--- src/rtl/eth_frame_scheduler_if.sv ---
// Handshake bundle between the audio sample source, the frame scheduler and the RMII frame transmitter.
// The scheduler uses the master modport and the environment uses the slave modport.
interface eth_frame_scheduler_if;
    logic        sample_valid;
    logic [15:0] sample_data;
    logic        frame_start;
    logic        frame_busy;
    logic        payload_req;
    logic [1:0]  payload_dibit;
    logic        payload_last;

    modport master (
        input  sample_valid,
        input  sample_data,
        input  frame_busy,
        input  payload_req,
        output frame_start,
        output payload_dibit,
        output payload_last
    );

    modport slave (
        output sample_valid,
        output sample_data,
        output frame_busy,
        output payload_req,
        input  frame_start,
        input  payload_dibit,
        input  payload_last
    );
endinterface

--- src/rtl/eth_frame_scheduler.sv ---
// Ping-pong audio sample buffer that feeds RMII frame payloads as show-ahead di-bits and enforces an inter-frame gap.
// Optional frames_sent/drop_count statistics ports exist only when ETH_SCHED_STATS_EN is defined.
module eth_frame_scheduler #(
    parameter int SAMPLES_PER_FRAME = 32,
    parameter int SAMPLE_WIDTH      = 16,
    parameter int MIN_GAP_CYCLES    = 48
) (
    input  logic                 eth_clk,
    input  logic                 eth_rst,
    eth_frame_scheduler_if.master bus,
`ifdef ETH_SCHED_STATS_EN
    output logic [15:0]          frames_sent,
    output logic [15:0]          drop_count,
`endif
    output logic                 overflow
);
    localparam int IDX_W   = $clog2(SAMPLES_PER_FRAME);
    localparam int DIBIT_W = IDX_W + 3;
    localparam int GAP_W   = (MIN_GAP_CYCLES < 2) ? 1 : $clog2(MIN_GAP_CYCLES + 1);
    localparam logic [DIBIT_W-1:0] LAST_DIBIT = DIBIT_W'(SAMPLES_PER_FRAME * 8 - 1);
    localparam logic [IDX_W-1:0]   LAST_IDX   = IDX_W'(SAMPLES_PER_FRAME - 1);
    localparam logic [GAP_W-1:0]   GAP_LOAD   = GAP_W'(MIN_GAP_CYCLES);

    typedef enum logic [2:0] {IDLE, START, SEND, DRAIN, GAP} state_t;

    state_t               state_reg;
    logic                 wbank_reg;
    logic                 rbank_reg;
    logic [IDX_W-1:0]     widx_reg;
    logic [DIBIT_W-1:0]   ridx_reg;
    logic [1:0]           full_reg;
    logic [GAP_W-1:0]     gap_reg;
    logic                 frame_start_reg;
    logic                 overflow_reg;
    logic [15:0]          frames_sent_reg;
    logic [15:0]          drop_count_reg;

    logic [SAMPLE_WIDTH-1:0] mem [0:2*SAMPLES_PER_FRAME-1];

    logic                    rel_bank;
    logic                    wr_blocked;
    logic                    wr_accept;
    logic                    wr_drop;
    logic                    wr_complete;
    logic [SAMPLE_WIDTH-1:0] rd_sample;
    logic [7:0]              rd_byte;
    logic [1:0]              dibit_next;
    logic                    last_next;

    // A bank released this cycle is writable again in the same cycle.
    assign rel_bank    = (state_reg == SEND) && bus.payload_req && (ridx_reg == LAST_DIBIT);
    assign wr_blocked  = full_reg[wbank_reg] && !(rel_bank && (rbank_reg == wbank_reg));
    assign wr_accept   = bus.sample_valid && !wr_blocked;
    assign wr_drop     = bus.sample_valid && wr_blocked;
    assign wr_complete = wr_accept && (widx_reg == LAST_IDX);

    always_ff @(posedge eth_clk) begin
        if (wr_accept) begin
            mem[{wbank_reg, widx_reg}] <= bus.sample_data;
        end
    end

    genvar gi;
    generate
        for (gi = 0; gi < 2; gi++) begin : g_full
            always_ff @(posedge eth_clk) begin
                if (eth_rst) begin
                    full_reg[gi] <= 1'b0;
                end else if (wr_complete && (wbank_reg == 1'(gi))) begin
                    full_reg[gi] <= 1'b1;
                end else if (rel_bank && (rbank_reg == 1'(gi))) begin
                    full_reg[gi] <= 1'b0;
                end
            end
        end
    endgenerate

    always_ff @(posedge eth_clk) begin
        if (eth_rst) begin
            wbank_reg      <= 1'b0;
            widx_reg       <= '0;
            overflow_reg   <= 1'b0;
            drop_count_reg <= '0;
        end else begin
            if (wr_accept) begin
                if (widx_reg == LAST_IDX) begin
                    widx_reg  <= '0;
                    wbank_reg <= ~wbank_reg;
                end else begin
                    widx_reg <= widx_reg + 1'b1;
                end
            end
            if (wr_drop) begin
                overflow_reg <= 1'b1;
                if (drop_count_reg != 16'hFFFF) begin
                    drop_count_reg <= drop_count_reg + 16'd1;
                end
            end
        end
    end

    always_ff @(posedge eth_clk) begin
        if (eth_rst) begin
            state_reg       <= IDLE;
            rbank_reg       <= 1'b0;
            ridx_reg        <= '0;
            gap_reg         <= '0;
            frame_start_reg <= 1'b0;
            frames_sent_reg <= '0;
        end else begin
            case (state_reg)
                IDLE: begin
                    if (full_reg[rbank_reg] && (gap_reg == '0)) begin
                        state_reg       <= START;
                        frame_start_reg <= 1'b1;
                    end
                end
                START: begin
                    if (bus.frame_busy) begin
                        state_reg       <= SEND;
                        frame_start_reg <= 1'b0;
                        ridx_reg        <= '0;
                    end
                end
                SEND: begin
                    if (bus.payload_req) begin
                        if (ridx_reg == LAST_DIBIT) begin
                            ridx_reg        <= '0;
                            rbank_reg       <= ~rbank_reg;
                            frames_sent_reg <= frames_sent_reg + 16'd1;
                            state_reg       <= DRAIN;
                        end else begin
                            ridx_reg <= ridx_reg + 1'b1;
                        end
                    end
                end
                DRAIN: begin
                    if (!bus.frame_busy) begin
                        gap_reg   <= GAP_LOAD;
                        state_reg <= GAP;
                    end
                end
                GAP: begin
                    if (gap_reg <= GAP_W'(1)) begin
                        gap_reg   <= '0;
                        state_reg <= IDLE;
                    end else begin
                        gap_reg <= gap_reg - 1'b1;
                    end
                end
                default: state_reg <= IDLE;
            endcase
        end
    end

    // Asynchronous read keeps the current di-bit visible in the cycle the transmitter samples it.
    // Index layout: sample number, then byte (MS byte first), then di-bit within the byte.
    assign rd_sample = mem[{rbank_reg, ridx_reg[DIBIT_W-1:3]}];
    assign rd_byte   = ridx_reg[2] ? rd_sample[7:0] : rd_sample[15:8];

    always_comb begin
        dibit_next = 2'b00;
        last_next  = 1'b0;
        if (state_reg == SEND) begin
            dibit_next = rd_byte[{ridx_reg[1:0], 1'b0} +: 2];
            last_next  = (ridx_reg == LAST_DIBIT);
        end
    end

    assign bus.frame_start   = frame_start_reg;
    assign bus.payload_dibit = dibit_next;
    assign bus.payload_last  = last_next;
    assign overflow          = overflow_reg;

`ifdef ETH_SCHED_STATS_EN
    assign frames_sent = frames_sent_reg;
    assign drop_count  = drop_count_reg;
`else
    logic unused_stats;
    assign unused_stats = ^{frames_sent_reg, drop_count_reg};
`endif
endmodule

--- src/flat_wrapper.sv ---
// flat-port wrapper written by rule: the top's interface ports become plain ports
module eth_frame_scheduler_flat 
#(
    parameter int SAMPLES_PER_FRAME = 32,
    parameter int SAMPLE_WIDTH      = 16,
    parameter int MIN_GAP_CYCLES    = 48
)
  (eth_clk, eth_rst, overflow, bus_sample_valid, bus_sample_data, bus_frame_busy, bus_payload_req, bus_frame_start, bus_payload_dibit, bus_payload_last);
  eth_frame_scheduler_if bus_i ();
  input  logic eth_clk;
  input  logic eth_rst;
  output logic overflow;
  input wire logic [$bits(bus_i.sample_valid)-1:0] bus_sample_valid;
  input wire logic [$bits(bus_i.sample_data)-1:0] bus_sample_data;
  input wire logic [$bits(bus_i.frame_busy)-1:0] bus_frame_busy;
  input wire logic [$bits(bus_i.payload_req)-1:0] bus_payload_req;
  output wire logic [$bits(bus_i.frame_start)-1:0] bus_frame_start;
  output wire logic [$bits(bus_i.payload_dibit)-1:0] bus_payload_dibit;
  output wire logic [$bits(bus_i.payload_last)-1:0] bus_payload_last;
  assign bus_i.sample_valid = bus_sample_valid;
  assign bus_i.sample_data = bus_sample_data;
  assign bus_i.frame_busy = bus_frame_busy;
  assign bus_i.payload_req = bus_payload_req;
  assign bus_frame_start = bus_i.frame_start;
  assign bus_payload_dibit = bus_i.payload_dibit;
  assign bus_payload_last = bus_i.payload_last;
  eth_frame_scheduler #(.SAMPLES_PER_FRAME(SAMPLES_PER_FRAME), .SAMPLE_WIDTH(SAMPLE_WIDTH), .MIN_GAP_CYCLES(MIN_GAP_CYCLES)) u_core (.eth_clk(eth_clk), .eth_rst(eth_rst), .bus(bus_i), .overflow(overflow));
endmodule
--- config.mk ---
export PLATFORM = sky130hd
export DESIGN_NAME = eth_frame_scheduler_flat
export DESIGN_NICKNAME = d
export VERILOG_FILES = /design/src/rtl/eth_frame_scheduler_if.sv /design/src/rtl/eth_frame_scheduler.sv /design/src/flat_wrapper.sv
export SDC_FILE = /design/constraint.sdc
export NUM_CORES = 1
export LEC_CHECK = 0
export BUFFER_PORTS_ARGS = -buffer_cell sky130_fd_sc_hd__buf_4
export CAP_MARGIN = 10
export CORE_AREA = 2 2 323 325
export DETAILED_ROUTE_END_ITERATION = 12
export DIE_AREA = 0 0 325 327
export PLACE_DENSITY_LB_ADDON = 0.15
export RECOVER_POWER = 25
export SYNTH_ARGS = -nofsm -noshare
export SYNTH_HDL_FRONTEND = slang
export SYNTH_SLANG_ARGS = --single-unit
--- constraint.sdc ---
create_clock -name eth_clk -period 9.6 [get_ports eth_clk]
set_input_delay 1.44 -clock eth_clk [delete_from_list [all_inputs] [get_ports eth_clk]]
set_output_delay 1.44 -clock eth_clk [all_outputs]
set_load 0.03 [all_outputs]
# ---- After elaboration in Yosys (flattened, before gate mapping)
# Memories as Yosys holds them, arrays and structs flattened.
# Cells that the tools add are included.
dict set report totals {
  ram_bits 1024
  ff_bits 28
  memories 1
  inputBits 21
  rom_bits 0
  wordCells 91
  latchBits 0
}
dict set report classes {
  muxes 31
  shifts 1
  bitwise 2
  add_sub_neg 3
  n_mul 0
  eq_ne 13
  reduce_logical 27
  div 0
  n_lt_le_gt_ge 3
}
# memory words width read_ports rd_ports_with_merged_regs wr line
set memory_table {}
lappend memory_table {u_core.mem 64 16 1 0 1 eth_frame_scheduler.sv:38} ;# logic [SAMPLE_WIDTH-1:0] mem [0:2*SAMPLES_PER_FRAME-1];
# cell count
set op_table {}
lappend op_table {{8-bit two-way mux} 4}
lappend op_table {{3-bit two-way mux} 6}
lappend op_table {{8-bit case mux with 2 select lines} 1}
lappend op_table {{3-bit case mux with 5 select lines} 1}
lappend op_table {{1-bit two-way mux} 13}
lappend op_table {{1-bit logical AND} 12}
lappend op_table {{6-bit two-way mux} 2}
lappend op_table {{6-bit case mux with 2 select lines} 1}
lappend op_table {{2-bit nonzero test} 5}
lappend op_table {{3-bit AND reduction} 3}
lappend op_table {{8-bit by 1-bit adder with 8-bit output (second input constant)} 1}
lappend op_table {{8-bit equality test (second input constant)} 1}
lappend op_table {{2-bit inequality test (second input constant)} 4}
lappend op_table {{8-bit by 4-bit variable part select with 2-bit output} 1}
lappend op_table {{3-bit by 2-bit equality test with 1-bit output (second input constant)} 2}
lappend op_table {{6-bit by 1-bit less-or-equal comparator with 1-bit output (second input constant)} 1}
lappend op_table {{6-bit logical NOT} 1}
lappend op_table {{6-bit AND reduction} 1}
lappend op_table {{6-bit by 1-bit subtractor with 6-bit output (second input constant)} 1}
lappend op_table {{5-bit by 1-bit adder with 5-bit output (second input constant)} 1}
lappend op_table {{5-bit equality test (second input constant)} 1}
lappend op_table {{5-bit two-way mux} 1}
lappend op_table {{1-bit by 2-bit < comparator with 1-bit output (second input constant)} 2}
lappend op_table {{2-bit by 1-bit inequality test with 1-bit output (second input constant)} 2}
lappend op_table {{other kinds (9)} 12}

# ---- Depth between registers and ports, before layout
# Gate-level depths: netlist of the first run.
dict set report logic_depth {
  depth_word 11
  ltp_mapped 12
}

# ---- Worst setup path after synthesis of the first run
# No wires, ideal clock.
dict set report synth_timing {
  kind {register to output}
  from {register u_core.ridx_reg[3]}
  to {output port bus_payload_dibit[1]}
  stages_incl_launch_ff 11
  setup_slack_ps 5410
  arrival_ps 2750
  cell_sequence {dfxtp_1 -> buf_6 -> buf_6 -> buf_2 -> buf_2 -> mux4_2 -> a221oi_1 -> o21ai_0 -> o22a_1 -> o2111ai_1 -> nand4_1}
}
dict set report synth_via {
  elab_chain_cells 4
}
# item line
set synth_rtl {}
lappend synth_rtl {{start: declaration} eth_frame_scheduler.sv:30} ;# logic [DIBIT_W-1:0] ridx_reg;
lappend synth_rtl {{start signal: assignment} eth_frame_scheduler.sv:133} ;# ridx_reg <= ridx_reg + 1'b1;
lappend synth_rtl {{memory 64 x 16 bit} n/a}
lappend synth_rtl {{8-bit two-way mux} eth_frame_scheduler.sv:159} ;# assign rd_byte = ridx_reg[2] ? rd_sample[7:0] : rd_sample[15:8];
lappend synth_rtl {{8-bit by 4-bit variable part select with 2-bit output} eth_frame_scheduler.sv:165} ;# dibit_next = rd_byte[{ridx_reg[1:0], 1'b0} +: 2];
lappend synth_rtl {{2-bit two-way mux} eth_frame_scheduler.sv:164} ;# if (state_reg == SEND) begin
lappend synth_rtl {{end: declaration} flat_wrapper.sv:18} ;# output wire logic [$bits(bus_i.payload_dibit)-1:0] bus_payload_dibit;
# No other way between the ends.

# ---- Final worst setup path of the first run
dict set report layout_timing {
  from {register u_core.ridx_reg[3]}
  to {output port bus_payload_dibit[0]}
}
# The elaborated chain is that of the path after synthesis.

==> metrics.yaml, run 1 <==
overflow: 0
gp_congestion: 0.9225
io_buffers: 25
synth_edf_count: 1024
slew_headroom: -1.360
grt_pass1_wl_um: 153900
cts_resized: 0
dieArea_mm2: 0.1063
synth_area_mm2: 0.04078
rsz0062_at_grt: "false"
tns_ns: 0
fin_skew_ns: 0.02307
nets: 2051
die_height_um: 327
crit_arrival_ns: 4.93
finalMaxSlewViolations: 912
synth-seq-cells: 1052
finalCritPeriodShare: 0.6636
slowest_stage: "dfxtp_4"
seq_area_frac_synth: 0.7677
postPlaceCellArea_mm2: 0.04285
status: "finished with violations"
cp.required_ns: 8.16
ys_async_sr_fraction: 0
met2_usage: 0.3222
fp-row-count: 118
via_count: 20060
clock_sinks: 1052
syn_to_final_growth_pct: 13.15
critical_path_buf_inv_count: 2
fmax_mhz: 157.0
clock_latency_ns: 0.69
synth_cell_type_count: 68
antenna_found_initial: 5
clockRootBuffer: "clkbuf_16"
layout_setup_ws_ns: 3.229
dp_hpwl_um: 62430
yosys_warnings: 0
ir_drop_mv: 0.1282
cp_top_family: "compound AO/OA/AOI/OAI gates"
synth_area_leaders: "edfxtp_1 75%, mux4_2 14%, dfxtp_1 1.4%"
largest_reg_flops: 1024
initial_core_util: 0.3963
h-tree-depth: 3
first_pass_iters: 6
ios: 26
critPathMaxStageDelay_ns: 0.77
drc_errors: 0
ys.flop_type: "edfxtp_1"
final-setup-viol-count: 0
cp_max_fo: 37
grt.met1_usage: 0.2873
synth_top_area_frac: 0.7540
postCtsHoldBufs: 0
drive_gt1_frac: 0.2442
p_leak_nw: 14.00
coreArea_mm2: 0.1029
crit_chain: "buf_4, mux4_2, and2_0, a2111oi_0, o21ai_1, a22oi_1, nor3_1, a311o_1, buf_4"
grt_pass1_vias: 20290
powerDensity_mw_per_mm2: 199.1
grt_max_degree: 127
die_x_um: 325
wl_um: 107800
crit_path_frequent_cell: "buf_4"
violations: "capacitance limit, slew limit"
worst_pin_slew_ns: 3.540
gr-usage-met3: 0.04293
end_kind: "output port"
busiest_layer: "met2"
synth_fp_nets: 1934
postSynthAreaPerCell_um2: 21.39
dpl.cell_count: 3292
postCtsSetupBuffers: 0
start_kind: "flip-flop"
grt_use_total: 0.2037
fin_cells: 3495
ant_nets: 0
critical_path_class: "reg -> out"
cts_tree: "yes"
clockBufferDepth: 3
drt_iter0_drc: 2015
drv_cap: 14
final_hold_viol_count: 0
numCtsBuffers: 110
final_area_mm2: 0.04615
clkTransAtPathRegs_ns: 0.06
hold_class: "reg -> reg"
synth_area_leader_cell: "edfxtp_1"
pre_cts_ws_ns: 3.635
synthCells: 1907
wl_per_cell_um: 30.84
viasPerCell: 5.739
fin_crit_ns: 6.371
placed cells by master (no fill, tap or decap), types with 6 or more instances in the layout:
cell,count
dfxtp_1,24
o21ai_0,27
xnor2_1,6
inv_1,10
a22oi_1,43
ha_1,6
nand2b_1,9
buf_4,87
a21oi_1,23
mux4_2,255
nand2_1,41
a221oi_1,15
mux2i_1,47
nand4_1,8
clkbuf_1,42
clkinv_1,25
edfxtp_1,1024
a22o_1,6
clkbuf_16,111
nand3_1,31
nor3_1,10
clkinv_2,24
nor2_1,112
nor2b_1,7
o22ai_1,7
mux4_1,7
worst paths after layout:
kind                      startpoint  slack, ns  cells past startpoint                   end
hold reg to reg      u_core.overflow       0.49                      2       u_core.overflow
setup / recovery  u_core.ridx_reg[3]       3.23                      9  bus_payload_dibit[0]
hold / removal       u_core.overflow       0.49                      2       u_core.overflow
setup reg to reg  u_core.ridx_reg[4]       3.51                      8      u_core.mem[3][2]
logic make-up (layout without fill, tap and decap cells):
family / after synthesis / count (layout) / share of synthesized area
AO/OA/AOI/OAI: 162 / 162 / 0.02783
XOR/XNOR: 9 / 9 / 0.001933
adder cells (fa/ha/maj): 6 / 6 / 0.001841
buffers and inverters: 112 / 318 / 0.01356
flip-flops: 1052 / 1052 / 0.7677
multiplexers: 311 / 311 / 0.1574
other: 0 / 2 / 0
AND/OR/NAND/NOR: 255 / 255 / 0.02973
metal layers:
| layer | routed length (µm) | vias up |
|---|---|---|
| li1 | - | 8279 |
| met1 | 46110 | 10920 |
| met2 | 51210 | 727 |
| met3 | 7940 | 133 |
| met4 | 2516 | 2 |
| met5 | 11 | - |
final cells by class:
class                      instances  area (µm²)
clock inverter                    62       456.7
antenna                            2       5.005
timing repair buffer             104       749.5
tap                             1380        1727
clock buffer                     139        2893
fill                            8837       56760
sequential                      1052       31320
inverter                          13       48.80
multi-input combinational        743        8944
cell usage after synthesis, drive strengths merged, types with 3 or more instances:
cell type and n:
a211oi 5, a21oi 23, a221oi 15, a22o 6
a22oi 43, a311oi 4, a31oi 5, and2 4
and3 3, buf 54, clkbuf 45, dfxtp 28
edfxtp 1024, ha 6, inv 11, mux2i 47
mux4 262, nand2 41, nand2b 9, nand3 31
nand3b 3, nand4 9, nor2 117, nor2b 9
nor3 10, nor4 4, o211ai 3, o21ai 29
o221ai 5, o22ai 7, or3 4, xnor2 6
xor2 3
per-stage QoR:
step	total power, mW	hold slack [ns]	utilization
after floorplan	5.193	0.4564	-
after global placement	5.298	0.4564	0.4164
after detailed placement	5.306	0.4806	0.4164
after CTS	9.275	0.4970	0.4489
after global routing	9.462	0.5119	0.4484
final	9.189	0.4869	0.4484
tightest hold or removal path: cells and delay by family, from the launching register on:
kind,cells,cell delay [ns]
compound gates,1,0.05
flops,1,0.34
simple gates,1,0.07
power by group:
part	leakage, nW	internal (mW)	switching, mW	total [mW]
Combinational	2.91	0.0232	0.120	0.143
Sequential	9.44	5.06	0.00882	5.07
Clock	1.64	2.24	1.74	3.98
Total	14.0	7.32	1.87	9.19
Note: power is estimated with default switching activity, not from simulation.
==> run 2: changes to the inputs <==
Clock period 9.6 ns to 6.33 ns, I/O delays scaled along.
==> metrics.yaml, run 2 (synthesis results as in run 1) <==
die_height_um: 327
drt_iter0_drc: 2094
fin_crit_ns: 5.942
h-tree-depth: 3
io_buffers: 25
tns_ns: 0
initial_core_util: 0.3963
die_x_um: 325
nets: 2077
combPwrFrac: 0.015
intPower_mw: 11.80
grt_pass1_vias: 20400
pwr-share-clk: 0.463
most-common-layout-cells: "1024 x edfxtp_1, 255 x mux4_2, 115 x clkbuf_16, 112 x nor2_1, 109 x buf_4"
gp_congestion: 0.8589
crit_arrival_ns: 4.99
cp_max_fo: 55
cp.required_ns: 5.38
clockRootBuffer: "clkbuf_16"
finalCritPeriodShare: 0.9387
dieArea_mm2: 0.1063
p_sw_mw: 2.915
largest_reg_flops: 1024
wl_um: 109000
grt_use_total: 0.2056
worst_pin_slew_ns: 3.466
ios: 26
cts_resized: 0
final-setup-viol-count: 0
postCtsHoldBufs: 0
sw_frac_of_total: 0.1980
totalPowerFinal_mw: 14.72
hold_class: "reg -> reg"
layout_commonest_cell: "edfxtp_1"
power_frac_seq: 0.522
clockBufferDepth: 3
wl_met2_um: 51920
start_kind: "flip-flop"
clkTransAtPathRegs_ns: 0.06
critical_path_class: "reg -> out"
via_count: 20190
coreArea_mm2: 0.1029
p_leak_nw: 14.38
drc_errors: 0
clock_latency_ns: 0.70
m1WireLength_um: 47640
drv_cap: 12
finalMaxSlewViolations: 782
slew_headroom: -1.311
dp_hpwl_um: 64290
ant_nets: 0
antenna_found_initial: 3
rsz0062_at_grt: "false"
end_kind: "output port"
wl_per_cell_um: 30.92
grt_max_degree: 85
drive_gt1_frac: 0.2633
powerDensity_mw_per_mm2: 314.0
syn_to_final_growth_pct: 14.93
fp-row-count: 118
fin_skew_ns: 0.02471
topRoutingLayerUsed: "met4"
numCtsBuffers: 113
cts_tree: "yes"
clock_sinks: 1052
status: "finished with violations"
postCtsSetupBuffers: 0
violations: "capacitance limit, slew limit"
viasPerCell: 5.729
first_pass_iters: 6
fmax_mhz: 168.3
overflow: 0
regToRegSetupSlack_ns: 1.47
dr_wl_met3_um: 6539
ir_drop_mv: 0.2134
grt_pass1_wl_um: 155500
final_hold_viol_count: 0
[run 2: layout make-up]
cell class | count | area (µm²)
Multi-Input combinational cell | 743 | 8944
Fill cell | 8652 | 56040
Clock inverter | 73 | 889.6
Clock buffer | 134 | 2949
Antenna cell | 3 | 7.507
Tap cell | 1380 | 1727
Timing Repair Buffer | 127 | 983.4
Inverter | 13 | 48.80
Sequential cell | 1052 | 31320
[run 2: path summary, 6_finish.rpt]
check,from,end,depth (start not counted)
setup / recovery,u_core.ridx_reg[3],bus_payload_dibit[0],9
hold / removal,u_core.overflow,u_core.overflow,2
setup reg to reg,u_core.ridx_reg[6],u_core.mem[0][12],10
hold reg to reg,u_core.overflow,u_core.overflow,2
[run 2: through the flow]
step | setup slack, ns | area (µm²) | utilization | hold slack (ns) | cells
after CTS | 0.1484 | 46910 | 0.4558 | 0.4865 | 3522
after global routing | 0.002379 | 46860 | 0.4554 | 0.5238 | 3522
after detailed placement | 0.9050 | 43070 | 0.4185 | 0.4696 | 3315
after global placement | 0.9073 | 43070 | 0.4185 | 0.4529 | 3315
final | 0.3882 | 46870 | 0.4555 | 0.4920 | 3525
after floorplan | 2.630 | 40780 | - | 0.4564 | 1907
[run 2: per-layer routing]
| layer | global-route usage | vias to the layer above |
|---|---|---|
| li1 | - | 8350 |
| met1 | 0.2940 | 10980 |
| met2 | 0.3272 | 707 |
| met3 | 0.03337 | 160 |
| met4 | 0.06139 | 0 |
| met5 | 0 | - |
[run 2: power by group through the flow]
| stage | logic, mW | clock network [mW] | registers [mW] |
|---|---|---|---|
| floorplan | 0.0615 | 0 | 7.81 |
| global placement | 0.224 | 0 | 7.82 |
| detailed placement | 0.233 | 0 | 7.82 |
| CTS | 0.233 | 6.94 | 7.67 |
| global route | 0.241 | 7.20 | 7.68 |
| finish | 0.223 | 6.81 | 7.69 |
[run 2: worst max-delay path, stage by stage (launching register included)]
cell and delay [ns]:
dfxtp_4 0.93, buf_12 0.46, mux4_2 0.57, and2_0 0.17
a2111oi_0 0.69, o21ai_1 0.33, a22oi_1 0.35, nor3_1 0.09
a311o_1 0.42, buf_4 0.21
==> run 3: changes to the inputs <==
Settings changed: PLACE_DENSITY set to 0.52, PLACE_DENSITY_LB_ADDON 0.15 to unset.
==> metrics.yaml, run 3 (synthesis results as in run 1) <==
ir_drop_mv: 0.2212
regToRegSetupSlack_ns: 1.57
cts_resized: 0
most-common-layout-cells: "1024 x edfxtp_1, 255 x mux4_2, 116 x nor2_1, 112 x buf_4, 109 x clkbuf_16"
rsz0062_at_grt: "false"
start_kind: "flip-flop"
timing.rr.start: "u_core.ridx_reg[3]"
final-setup-viol-count: 0
finalMaxSlewViolations: 845
drc_errors: 0
power_frac_seq: 0.542
syn_to_final_growth_pct: 14.22
nFillCells: 8682
final_hold_viol_count: 0
overflow: 0
nets: 2077
clockRootBuffer: "clkbuf_16"
dieArea_mm2: 0.1063
clock_sinks: 1052
clockBufferDepth: 3
fin_crit_ns: 5.737
numCtsBuffers: 107
sw_frac_of_total: 0.1999
hold_class: "reg -> reg"
h-tree-depth: 3
worst_pin_slew_ns: 3.619
fin_skew_ns: 0.02095
grt_pass1_vias: 20240
postPlaceCellArea_mm2: 0.04313
via_count: 20150
finalCritPeriodShare: 0.9063
crit_chain: "buf_12, buf_4, mux4_2, mux2i_1, o22ai_1, o21ai_0, o21ai_0, or3b_2, nand4_1, buf_4"
final_area_mm2: 0.04658
grt_pass1_wl_um: 154400
reg2reg_to: "u_core.mem[48][11]"
critical_path_class: "reg -> out"
cp-endpoint: "bus_payload_dibit[1]"
postCtsHoldBufs: 0
p_sw_mw: 2.832
ios: 26
cts_tree: "yes"
reg2reg_depth: 10
ant_nets: 0
fp-row-count: 118
critical_path_buf_inv_count: 3
end_kind: "output port"
status: "finished with violations"
fin_util: 0.4527
die_height_um: 327
intPower_mw: 11.34
antenna_found_initial: 3
clock_latency_ns: 0.68
powerDensity_mw_per_mm2: 304.2
violations: "capacitance limit, slew limit"
slowest_stage: "dfxtp_4"
cp.required_ns: 5.38
layout_commonest_cell: "edfxtp_1"
pwr-share-clk: 0.442
p_leak_nw: 14.24
combPwrFrac: 0.016
cp_max_fo: 41
largest_reg_flops: 1024
grt_max_degree: 89
drv_cap: 13
postCtsSetupBuffers: 0
wl_per_cell_um: 30.76
drive_gt1_frac: 0.2585
worst-path-stages: 10
io_buffers: 25
fmax_mhz: 174.3
cp_top_family: "flip-flops"
gp_congestion: 0.8890
crit_arrival_ns: 4.79
die_x_um: 325
first_pass_iters: 5
coreArea_mm2: 0.1029
initial_core_util: 0.3963
wl_um: 108400
critPathMaxStageDelay_ns: 0.98
viasPerCell: 5.717
holdCritStartpoint: "u_core.overflow"
slew_headroom: -1.413
dp_hpwl_um: 64350
tns_ns: 0
drt_iter0_drc: 2450
clkTransAtPathRegs_ns: 0.06
crit_start: "u_core.ridx_reg[3]"
grt_use_total: 0.2042
[run 3: cell count changes in the layout (fill, tap and decap cells not counted), sizes merged, moves of 2 or more]
cell and change:
buf +5, bufinv -9, clkbuf -3, clkinv +3, clkinvlp +4, diode -2
[run 3: layer usage]
| metal | GRT usage | part of all wire | wire length, µm |
|---|---|---|---|
| met3 | 0.03282 | 0.060 | 6509 |
| met5 | 0 | 0 | 0 |
| met2 | 0.3274 | 0.48 | 52210 |
| met4 | 0.06069 | 0.025 | 2759 |
| met1 | 0.2900 | 0.43 | 46930 |
[run 3: power by group through the flow]
| stage | logic [mW] | registers [mW] | clock network, mW |
|---|---|---|---|
| global placement | 0.224 | 7.82 | 0 |
| CTS | 0.233 | 7.67 | 6.40 |
| finish | 0.224 | 7.69 | 6.26 |
| floorplan | 0.0615 | 7.81 | 0 |
| detailed placement | 0.234 | 7.82 | 0 |
| global route | 0.241 | 7.68 | 6.68 |
[run 3: tightest hold or removal path, delay by kind of cell, from the launching register on]
kind            cells  cell delay (ns)
flops               1             0.34
simple gates        1             0.08
compound gates      1             0.05
[run 3: per-stage QoR]
step                std cells  total power, mW  worst slack, ns  hold WS (ns)
floorplan                1907            7.876            2.630        0.4564
global placement         3321            8.041            1.297        0.4645
finish                   3524            14.17           0.5933        0.4939
CTS                      3523            14.31           0.5796        0.4974
detailed placement       3321            8.053            1.328        0.4794
global route             3523            14.61           0.4026        0.5068
[run 3: layout make-up]
| cell class | instances | area [µm²] | share of cell area |
|---|---|---|---|
| clock inverter | 72 | 638.1 | 0.01370 |
| tap | 1380 | 1727 | 0.03707 |
| timing repair buffer | 133 | 1050 | 0.02254 |
| antenna | 1 | 2.502 | 0.00005372 |
| inverter | 13 | 48.80 | 0.001048 |
| sequential | 1052 | 31320 | 0.6724 |
| multi-input combinational | 743 | 8929 | 0.1917 |
| clock buffer | 130 | 2867 | 0.06153 |
[run 3: worst min-delay path by stage]
stage | to | slack, ns | cells after the start
6_report | u_core.overflow | 0.49 | 2
4_1_cts | u_core.overflow | 0.50 | 2
2_1_floorplan | u_core.gap_reg[5] | 0.46 | 2
3_3_place_gp | u_core.overflow | 0.46 | 2
3_5_place_dp | u_core.overflow | 0.48 | 2
5_1_grt | u_core.overflow | 0.51 | 2
